**config.mk**
```make
export PLATFORM = sky130hd
export DESIGN_NAME = lsu_bus_if
export DESIGN_NICKNAME = d
export VERILOG_FILES = /design/src/rtl/lsu_bus_if.sv
export SDC_FILE = /design/constraint.sdc
export NUM_CORES = 1
export LEC_CHECK = 0
export BUFFER_PORTS_ARGS = -buffer_cell sky130_fd_sc_hd__buf_2
export CORE_MARGIN = 2
export CORE_UTILIZATION = 35
export DETAILED_ROUTE_END_ITERATION = 10
export GPL_TIMING_DRIVEN = 0
export SLEW_MARGIN = 25
export SYNTH_ARGS = -nofsm -noshare
export SYNTH_HDL_FRONTEND = slang
export SYNTH_SLANG_ARGS = --single-unit
```
**constraint.sdc**
```tcl
create_clock -name clk -period 3.7 [get_ports clk]
set_input_delay 0.555 -clock clk [delete_from_list [all_inputs] [get_ports clk]]
set_output_delay 0.555 -clock clk [all_outputs]
set_load 0.01 [all_outputs]
```
**src/rtl/lsu_bus_if.sv**
```systemverilog
// Memory-stage bus master: one load/store per instruction over a req/gnt/rvalid bus with a WAIT timeout.
// Optional misaligned-access trap is enabled by defining LSU_MISALIGN_TRAP_EN.
module lsu_bus_if #(
    parameter int unsigned TIMEOUT_CYC = 255
) (
    input  logic        clk,
    input  logic        rst_n,
    input  logic        req_valid,
    input  logic        req_we,
    input  logic [31:0] req_addr,
    input  logic [2:0]  req_funct3,
    input  logic [3:0]  req_sel,
    input  logic [31:0] req_wdata,
    output logic        stall,
    output logic        rsp_valid,
    output logic [31:0] rsp_rdata,
    output logic        rsp_fault,
    output logic        bus_req,
    output logic        bus_we,
    output logic [31:0] bus_addr,
    output logic [3:0]  bus_be,
    output logic [31:0] bus_wdata,
    input  logic        bus_gnt,
    input  logic        bus_rvalid,
    input  logic [31:0] bus_rdata
);

    // state | meaning
    // IDLE  | waiting for a MEM-stage access
    // REQ   | bus_req high, holding address/data until grant
    // WAIT  | granted, counting cycles until rvalid or timeout
    // RESP  | one-cycle rsp_valid with result/fault
    typedef enum logic [1:0] {IDLE, REQ, WAIT, RESP} state_e;

    localparam logic [15:0] CNT_LAST = 16'(TIMEOUT_CYC - 1);

    state_e      state_q, state_d;
    logic        we_q;
    logic [31:0] addr_q;
    logic [2:0]  funct3_q;
    logic [3:0]  be_q;
    logic [31:0] wdata_q;
    logic [15:0] cnt_q;
    logic [31:0] rdata_q;
    logic        fault_q;
    logic        misalign;
    logic [31:0] load_data;
    logic        timeout;

`ifdef LSU_MISALIGN_TRAP_EN
    always_comb begin
        misalign = 1'b0;
        case (req_funct3)
            3'b000, 3'b100: misalign = 1'b0;
            3'b001, 3'b101: misalign = req_addr[0];
            default:        misalign = |req_addr[1:0];
        endcase
    end
`else
    assign misalign = 1'b0;
`endif

    // Lane extraction uses the captured address offset and width code.
    always_comb begin
        logic [7:0]  b;
        logic [15:0] h;
        b = bus_rdata[{addr_q[1:0], 3'b000} +: 8];
        h = addr_q[1] ? bus_rdata[31:16] : bus_rdata[15:0];
        case (funct3_q)
            3'b000:  load_data = {{24{b[7]}}, b};
            3'b100:  load_data = {24'h0, b};
            3'b001:  load_data = {{16{h[15]}}, h};
            3'b101:  load_data = {16'h0, h};
            default: load_data = bus_rdata;
        endcase
        if (we_q) load_data = 32'h0;
    end

    assign timeout = (cnt_q == CNT_LAST);

    always_ff @(posedge clk or negedge rst_n) begin
        if (!rst_n) state_q <= IDLE;
        else        state_q <= state_d;
    end

    always_comb begin
        state_d = state_q;
        case (state_q)
            IDLE: if (req_valid) state_d = misalign ? RESP : REQ;
            REQ:  if (bus_gnt) state_d = bus_rvalid ? RESP : WAIT;
            WAIT: if (bus_rvalid || timeout) state_d = RESP;
            RESP: state_d = IDLE;
            default: state_d = IDLE;
        endcase
    end

    always_ff @(posedge clk or negedge rst_n) begin
        if (!rst_n) begin
            we_q     <= 1'b0;
            addr_q   <= 32'h0;
            funct3_q <= 3'b000;
            be_q     <= 4'h0;
            wdata_q  <= 32'h0;
            cnt_q    <= 16'h0;
            rdata_q  <= 32'h0;
            fault_q  <= 1'b0;
        end else begin
            case (state_q)
                IDLE: begin
                    if (req_valid) begin
                        we_q     <= req_we;
                        addr_q   <= req_addr;
                        funct3_q <= req_funct3;
                        be_q     <= req_we ? req_sel : 4'hF;
                        wdata_q  <= req_wdata;
                        cnt_q    <= 16'h0;
                        rdata_q  <= 32'h0;
                        fault_q  <= misalign;
                    end
                end
                REQ: begin
                    if (bus_gnt) begin
                        cnt_q <= 16'h0;
                        if (bus_rvalid) rdata_q <= load_data;
                    end
                end
                WAIT: begin
                    cnt_q <= cnt_q + 16'h1;
                    // rvalid on the last timeout cycle still completes normally
                    if (bus_rvalid)   rdata_q <= load_data;
                    else if (timeout) fault_q <= 1'b1;
                end
                default: ;
            endcase
        end
    end

    always_comb begin
        stall     = 1'b0;
        bus_req   = 1'b0;
        rsp_valid = 1'b0;
        rsp_rdata = 32'h0;
        rsp_fault = 1'b0;
        case (state_q)
            IDLE: stall = req_valid;
            REQ: begin
                stall   = 1'b1;
                bus_req = 1'b1;
            end
            WAIT: stall = 1'b1;
            RESP: begin
                rsp_valid = 1'b1;
                rsp_rdata = rdata_q;
                rsp_fault = fault_q;
            end
            default: ;
        endcase
    end

    assign bus_we    = we_q;
    assign bus_addr  = {addr_q[31:2], 2'b00};
    assign bus_be    = be_q;
    assign bus_wdata = wdata_q;

endmodule

```
==> run_summary.xml, run 1 <==
<?xml version="1.0" encoding="UTF-8"?>
<metrics>
  <group name="run_status">
    <metric name="status" unit="">complete, no violations</metric>
  </group>
  <group name="sta">
    <metric name="clock.fmax" unit="MHz">373</metric>
    <metric name="setup_viol" unit="">0</metric>
    <metric name="fin_clk_skew" unit="ns">0.0139</metric>
    <metric name="worst_slack" unit="ns">1.02</metric>
    <metric name="final_period_minus_worst_setup_slack" unit="ns">2.68</metric>
    <metric name="rsz0062_at_grt" unit="">false</metric>
    <metric name="finalHoldViolCount" unit="">0</metric>
    <metric name="finalSetupTns" unit="ns">0</metric>
    <metric name="tightestPinTransition" unit="ns">0.707</metric>
    <metric name="maxSlewViolCount" unit="">0</metric>
    <metric name="relSlewSlack" unit="">0.525</metric>
    <metric name="finalCritPeriodShare" unit="">0.725</metric>
    <metric name="hold-worst-slack" unit="ns">0.357</metric>
  </group>
  <group name="synthesis">
    <metric name="synth_xor_xnor_area_share" unit="">0</metric>
    <metric name="synthAdderAreaFrac" unit="">0.0143</metric>
    <metric name="synthesis.instances" unit="">539</metric>
    <metric name="synth_top_flop_cell" unit="">dfrtp_1</metric>
    <metric name="post_synth_num_cell_types" unit="">48</metric>
    <metric name="number_of_enable_type_register_cells_in_the_synthesized_netlist" unit="">0</metric>
    <metric name="largest_family_of_logic_cells_by_synthesized_area" unit="">multiplexers</metric>
    <metric name="postSynth.asyncResetShare" unit="">1.00</metric>
    <metric name="synth.area.mux_share" unit="">0.155</metric>
    <metric name="synth_simple_gate_area_share" unit="">0.150</metric>
    <metric name="avgSynthCellArea" unit="um2">11.4</metric>
    <metric name="synth-seq-area-share" unit="">0.503</metric>
    <metric name="synth_seq_cells" unit="">123</metric>
    <metric name="synth_compound_gate_area_share" unit="">0.114</metric>
    <metric name="ys_warn_count" unit="">0</metric>
    <metric name="mappedNetlistArea" unit="um2">6120</metric>
  </group>
  <group name="placement">
    <metric name="port_buffers" unit="">211</metric>
    <metric name="preCtsSetupSlack" unit="ns">0.987</metric>
    <metric name="gp_congestion" unit="">0.830</metric>
    <metric name="dp_hpwl" unit="um">12000</metric>
    <metric name="placed_cells" unit="">977</metric>
  </group>
  <group name="detailed_routing">
    <metric name="drt_iter0_drcs" unit="">235</metric>
    <metric name="drcViolationCount" unit="">0</metric>
    <metric name="detail_route.wl_per_cell" unit="um">15.9</metric>
    <metric name="viasPerCell" unit="">4.99</metric>
    <metric name="postRouteWirelength" unit="um">16100</metric>
    <metric name="first_pass_iters" unit="">5</metric>
    <metric name="vias_after_detailed_routing" unit="">5047</metric>
    <metric name="antenna_left" unit="">0</metric>
  </group>
  <group name="layout">
    <metric name="area_growth" unit="%">33.7</metric>
    <metric name="layout-drive-gt1-share" unit="">0.483</metric>
    <metric name="layout.filler_cells" unit="">1633</metric>
    <metric name="fin_nets" unit="">889</metric>
    <metric name="instances_no_fill" unit="">1012</metric>
    <metric name="fin_util" unit="">0.476</metric>
  </group>
  <group name="grt">
    <metric name="grt_max_degree" unit="">86</metric>
    <metric name="global_route.peak_usage_layer" unit="">met2</metric>
    <metric name="use_met2" unit="">0.293</metric>
    <metric name="grt_overflow" unit="">0</metric>
    <metric name="grt_first_pass_wirelength" unit="um">25600</metric>
    <metric name="met3_track_demand_over_resource_in_global_routing" unit="">0.0585</metric>
    <metric name="grt.total_usage" unit="">0.179</metric>
    <metric name="grt_pass1_vias" unit="">5158</metric>
    <metric name="antenna_found_initial" unit="">1</metric>
    <metric name="fraction_of_met1_tracks_used_by_global_routing" unit="">0.225</metric>
  </group>
  <group name="floorplanning">
    <metric name="fp.coreArea" unit="um2">17200</metric>
    <metric name="ioPinCount" unit="">214</metric>
    <metric name="rows" unit="">48</metric>
    <metric name="dieArea" unit="um2">18600</metric>
    <metric name="start_util" unit="">0.356</metric>
    <metric name="floorplan.die.height" unit="um">136</metric>
    <metric name="die_width" unit="um">136</metric>
  </group>
  <group name="cts">
    <metric name="path_clk_slew" unit="ns">0.06</metric>
    <metric name="maximum_buffer_depth_of_the_clock_tree" unit="">2</metric>
    <metric name="cts_root_buffer" unit="">clkbuf_16</metric>
    <metric name="insertion_delay" unit="ns">0.43</metric>
    <metric name="cts_tree" unit="">yes</metric>
    <metric name="cts_buf_count" unit="">17</metric>
    <metric name="cts.sinks" unit="">123</metric>
    <metric name="cts.repair_timing.setup_buffer_count" unit="">0</metric>
    <metric name="clock_tree.htree_level_count" unit="">4</metric>
  </group>
  <group name="pwr">
    <metric name="p_leak" unit="nW">3.97</metric>
    <metric name="netSwitchingPower" unit="mW">2.45</metric>
    <metric name="power.density" unit="nW/um2">847</metric>
    <metric name="pwr-share-seq" unit="">0.315</metric>
    <metric name="ir_drop" unit="V">0.000412</metric>
    <metric name="switching_share_of_power" unit="">0.353</metric>
    <metric name="p_comb_frac" unit="">0.422</metric>
    <metric name="pwr-share-clk" unit="">0.263</metric>
    <metric name="cell_internal_pwr" unit="mW">4.48</metric>
  </group>
  <group name="run">
    <metric name="cap_viol_max_count" unit="">0</metric>
  </group>
  <group name="min_path">
    <metric name="hold-path-endpoint" unit="">bus_wdata[18]$_DFFE_PN0P_</metric>
    <metric name="holdCritStartpoint" unit="">req_wdata[18]</metric>
    <metric name="holdPathStages" unit="">2</metric>
    <metric name="timing.hold.worst.class" unit="">in2reg</metric>
  </group>
  <group name="critical_path">
    <metric name="timing.critical_path.arrival" unit="ns">2.13</metric>
    <metric name="critical_path.reg2reg.endpoint" unit="">rdata_q[29]$_DFFE_PN0P_</metric>
    <metric name="critical_path.max_stage_delay" unit="ns">0.48</metric>
    <metric name="timing_worst_setup_path_type" unit="">reg2out</metric>
    <metric name="ff2ff_setup_slack" unit="ns">1.12</metric>
    <metric name="crit_path_end_kind" unit="">primary output</metric>
    <metric name="critical_path.max_fanout" unit="">10</metric>
    <metric name="critical_path.n_buffers_inverters" unit="">2</metric>
    <metric name="crit_path_cell_trace" unit="">ha_1 -&gt; clkbuf_1 -&gt; and2_1 -&gt; buf_2</metric>
    <metric name="cpLargestDelayFamily" unit="">buffers and inverters</metric>
    <metric name="worst-endpoint-required" unit="ns">3.14</metric>
    <metric name="rr_worst_depth" unit="">7</metric>
    <metric name="cp-start-kind" unit="">flip-flop</metric>
    <metric name="worst_path_max_delay_cell" unit="">ha_1</metric>
    <metric name="r2r-start" unit="">state_q[1]$_DFFE_PN0P_</metric>
  </group>
</metrics>
-- synthesized netlist by cell type, drive strengths merged, types with 9 or more instances --
cell    count  area share
inv         9      0.0055
clkbuf     23       0.014
dfrtp     123        0.50
nand2b     19       0.019
nand2      38       0.023
nor2b      16       0.017
a21oi      13       0.011
mux2       77        0.14
and2       37       0.038
a221o      17       0.031
buf        36       0.044
o21ai      30       0.025
-- worst max path at each step --
stage / start / endpoint / slack, ns / cells after the start
4_1_cts: state_q[1]$_DFFE_PN0P_ / rdata_q[6]$_DFFE_PN0P_ / 0.95 / 7
3_5_place_dp: state_q[1]$_DFFE_PN0P_ / rdata_q[27]$_DFFE_PN0P_ / 0.99 / 8
5_1_grt: state_q[1]$_DFFE_PN0P_ / rsp_rdata[15] / 0.93 / 4
3_3_place_gp: rst_n / addr_q[11]$_DFFE_PN0P_ / 0.45 / 1
6_report: state_q[1]$_DFFE_PN0P_ / rsp_rdata[15] / 1.02 / 4
2_1_floorplan: state_q[1]$_DFFE_PN0P_ / rdata_q[26]$_DFFE_PN0P_ / 1.46 / 7
-- layout make-up --
class                   count  area (um2)  area share
inverters                   9        33.8     0.00413
multi-input cells         349        2670       0.326
diodes                      1        2.50    0.000306
clock inverters            12         184      0.0225
repair buffers            214        1110       0.136
plain buffers              59         353      0.0431
clock buffers              20         467      0.0571
well taps                 225         282      0.0344
flip-flops and latches    123        3080       0.376
-- worst register-to-register path: cells and delay by family (launching register included) --
kind / cells / cell delay (ns)
and+or+nand+nor: 2 / 0.78
DFF: 1 / 0.41
adders and majority gates: 1 / 0.25
buffers and inverters: 2 / 0.36
AOI/OAI and AO/OA: 2 / 0.73
-- flip-flops by register name, indices dropped and copies added (netlist names) --
signal / flops
bus_be: 4
cnt_q: 16
rdata_q: 32
addr_q: 32
state_q: 2
funct3_q: 3
bus_we: 1
fault_q: 1
bus_wdata: 32
-- power groups by stage --
stage / clock (mW) / combinational, mW / sequential [mW]
2_1_floorplan: 0 / 1.85 / 2.23
3_3_place_gp: 0 / 2.83 / 2.16
3_5_place_dp: 0 / 2.92 / 2.19
4_1_cts: 1.86 / 2.94 / 2.18
5_1_grt: 1.93 / 3.21 / 2.25
6_report: 1.82 / 2.92 / 2.18
-- layer usage --
layer	vias to the layer above	wire length (um)
met5	-	0
met1	2459	6900
met3	12	1260
met2	199	7810
met4	0	159
li1	2377	-
-- through the flow --
step | power, mW | area (um2)
floorplan | 4.08 | 6120
global placement | 5.00 | 7460
finish | 6.92 | 8180
CTS | 6.98 | 8160
detailed placement | 5.11 | 7500
global route | 7.39 | 8180
-- placed cells by master (no fill, tap or decap), types with 7 or more instances in the layout --
cell,count
o21ai_0,30
a21oi_1,13
buf_2,213
nand3_1,8
nor2_1,7
or3_1,7
nand2_1,38
buf_4,32
a32o_1,7
inv_1,9
o31ai_1,7
clkbuf_1,23
nor2b_1,15
mux2i_1,8
a221o_2,16
dfrtp_1,123
ha_1,7
mux2_2,77
and2_1,36
nand2b_1,19
clkbuf_16,17
-- logic make-up (layout without fill, tap and decap cells) --
group | after synthesis | count (layout)
AOI/OAI and AO/OA | 93 | 93
adders and majority gates | 7 | 7
buffers and inverters | 68 | 314
DFF | 123 | 123
muxes | 85 | 85
other | 1 | 3
and+or+nand+nor | 162 | 162
-- what timing repair did --
| action | CTS | global route |
|---|---|---|
| gates resized for setup | 0 | 0 |
| setup endpoints to repair | 0 | 0 |
| hold endpoints to repair | 8 | 0 |
| hold buffers | 1 | 0 |
Power figures use the tool's default switching activity.
==> run 2: changes to the inputs <==
- clock period: 3.7 -> 2.3 ns (I/O delays scaled with it)
==> run 2 against run 1 <==
Compared with the run above: critical path depth is 2 higher; combinational power is 66% higher; cell count is 0.49% higher; critical path type is now reg2reg; worst setup slack worse by 0.94 ns; die area stayed put; critical endpoint is now rdata_q[17]$_DFFE_PN0P_; power is 63% higher.
==> run_summary.xml, run 2 (same netlist as run 1, synthesis figures left out) <==
<?xml version="1.0" encoding="UTF-8"?>
<metrics>
  <group name="run_status">
    <metric name="status" unit="">complete, no violations</metric>
  </group>
  <group name="detailed_routing">
    <metric name="vias_after_detailed_routing" unit="">5080</metric>
    <metric name="drt_iter0_drcs" unit="">235</metric>
    <metric name="viasPerCell" unit="">5.00</metric>
    <metric name="postRouteWirelength" unit="um">16200</metric>
    <metric name="antenna_left" unit="">0</metric>
    <metric name="detail_route.wl_per_cell" unit="um">15.9</metric>
    <metric name="first_pass_iters" unit="">6</metric>
    <metric name="drcViolationCount" unit="">0</metric>
  </group>
  <group name="layout">
    <metric name="area_growth" unit="%">35.4</metric>
    <metric name="layout-drive-gt1-share" unit="">0.504</metric>
    <metric name="fin_nets" unit="">894</metric>
    <metric name="layout_commonest_cell" unit="">buf_2</metric>
    <metric name="layout_common_cells" unit="">buf_2, dfrtp_1, mux2_2</metric>
  </group>
  <group name="floorplanning">
    <metric name="dieArea" unit="um2">18600</metric>
    <metric name="fp.coreArea" unit="um2">17200</metric>
    <metric name="ioPinCount" unit="">214</metric>
    <metric name="rows" unit="">48</metric>
    <metric name="floorplan.die.height" unit="um">136</metric>
    <metric name="die_width" unit="um">136</metric>
    <metric name="start_util" unit="">0.356</metric>
  </group>
  <group name="critical_path">
    <metric name="cp-start-kind" unit="">flip-flop</metric>
    <metric name="crit_path_end_kind" unit="">flip-flop</metric>
    <metric name="worst_path_max_delay_cell" unit="">dfrtp_1</metric>
    <metric name="critical_path.max_stage_delay" unit="ns">0.43</metric>
    <metric name="timing_worst_setup_path_type" unit="">reg2reg</metric>
    <metric name="cpLargestDelayFamily" unit="">compound AO/OA/AOI/OAI gates</metric>
    <metric name="timing.critical_path.arrival" unit="ns">2.53</metric>
    <metric name="worst-endpoint-required" unit="ns">2.61</metric>
    <metric name="critical_path.n_buffers_inverters" unit="">2</metric>
    <metric name="critical_path.max_fanout" unit="">10</metric>
    <metric name="crit_path_cell_trace" unit="">inv_1 -&gt; ha_4 -&gt; or2b_1 -&gt; a211o_2 -&gt; clkbuf_2 -&gt; a221o_2</metric>
  </group>
  <group name="sta">
    <metric name="finalCritPeriodShare" unit="">0.965</metric>
    <metric name="finalHoldViolCount" unit="">0</metric>
    <metric name="fin_clk_skew" unit="ns">0.0134</metric>
    <metric name="relSlewSlack" unit="">0.526</metric>
    <metric name="worst_slack" unit="ns">0.0799</metric>
    <metric name="maxSlewViolCount" unit="">0</metric>
    <metric name="setup_viol" unit="">0</metric>
    <metric name="hold-worst-slack" unit="ns">0.149</metric>
    <metric name="tightestPinTransition" unit="ns">0.706</metric>
    <metric name="clock.fmax" unit="MHz">450</metric>
    <metric name="final_period_minus_worst_setup_slack" unit="ns">2.22</metric>
  </group>
  <group name="grt">
    <metric name="grt.total_usage" unit="">0.179</metric>
    <metric name="grt_overflow" unit="">0</metric>
    <metric name="grt_max_degree" unit="">86</metric>
    <metric name="grt_first_pass_wirelength" unit="um">25700</metric>
    <metric name="antenna_found_initial" unit="">1</metric>
    <metric name="grt_pass1_vias" unit="">5173</metric>
  </group>
  <group name="min_path">
    <metric name="timing.hold.worst.class" unit="">in2reg</metric>
  </group>
  <group name="cts">
    <metric name="path_clk_slew" unit="ns">0.06</metric>
    <metric name="clock_tree.htree_level_count" unit="">4</metric>
    <metric name="cts_tree" unit="">yes</metric>
    <metric name="insertion_delay" unit="ns">0.42</metric>
    <metric name="cts_buf_count" unit="">17</metric>
    <metric name="maximum_buffer_depth_of_the_clock_tree" unit="">2</metric>
    <metric name="cts.sinks" unit="">123</metric>
    <metric name="cts_root_buffer" unit="">clkbuf_16</metric>
  </group>
  <group name="pwr">
    <metric name="p_leak" unit="nW">4.04</metric>
    <metric name="power.density" unit="nW/um2">1360</metric>
    <metric name="p_total" unit="mW">11.3</metric>
    <metric name="ir_drop" unit="V">0.000664</metric>
  </group>
  <group name="placement">
    <metric name="gp_congestion" unit="">0.830</metric>
    <metric name="preCtsSetupSlack" unit="ns">-0.413</metric>
    <metric name="port_buffers" unit="">211</metric>
    <metric name="dp_hpwl" unit="um">12000</metric>
  </group>
  <group name="run">
    <metric name="cap_viol_max_count" unit="">0</metric>
  </group>
</metrics>
==> run 2: area by class of cell <==
class	count	area (um2)
clock buffers	20	467
repair buffers	219	1160
inverters	9	33.8
diodes	1	2.50
flip-flops and latches	123	3080
fillers	1624	8890
plain buffers	59	365
clock inverters	12	184
multi-input cells	349	2710
well taps	225	282
==> run 2: worst paths after layout <==
path	from	endpoint	slack [ns]	cells after the start
setup / recovery	state_q[1]$_DFFE_PN0P_	rdata_q[17]$_DFFE_PN0P_	0.08	6
hold reg to reg	rdata_q[0]$_DFFE_PN0P_	rdata_q[0]$_DFFE_PN0P_	0.48	2
min in group asynchronous	rst_n	bus_wdata[17]$_DFFE_PN0P_	0.40	2
hold / removal	req_wdata[18]	bus_wdata[18]$_DFFE_PN0P_	0.15	2
setup reg to reg	state_q[1]$_DFFE_PN0P_	rdata_q[17]$_DFFE_PN0P_	0.08	6
max in group asynchronous	rst_n	cnt_q[9]$_DFFE_PN0P_	1.17	3
==> run 2: what timing repair did <==
action | CTS | global route
gates resized for setup | 14 | 7
pin swaps | 1 | 1
endpoints found under the setup margin | 89 | 50
setup buffers | 2 | 4
hold endpoints to repair | 38 | 0
hold buffers | 1 | 0
==> run 2: per-layer routing <==
metal  share of wire  GRT usage  routed length (um)
met2            0.49      0.294                7880
met5               0          0                   0
met4           0.011     0.0550                 170
met1            0.42      0.225                6850
met3           0.079     0.0570                1280
==> run 2: power breakdown <==
group          total, mW  leakage [nW]  switching [mW]  internal (mW)
Sequential          3.51          1.54           0.493           3.02
Combinational       4.84          2.18            2.46           2.38
Clock               2.93         0.314            1.02           1.91
Total               11.3          4.04            3.97           7.31
==> run 2: stage by stage <==
stage / std cells / setup TNS, ns / util / area, um2
floorplan: 540 / 0 / - / 6120
global placement: 976 / -102.50 / 0.434 / 7460
detailed placement: 977 / -15.65 / 0.437 / 7500
CTS: 1012 / 0 / 0.479 / 8230
global route: 1016 / -0.00643 / 0.482 / 8280
finish: 1017 / 0 / 0.482 / 8290
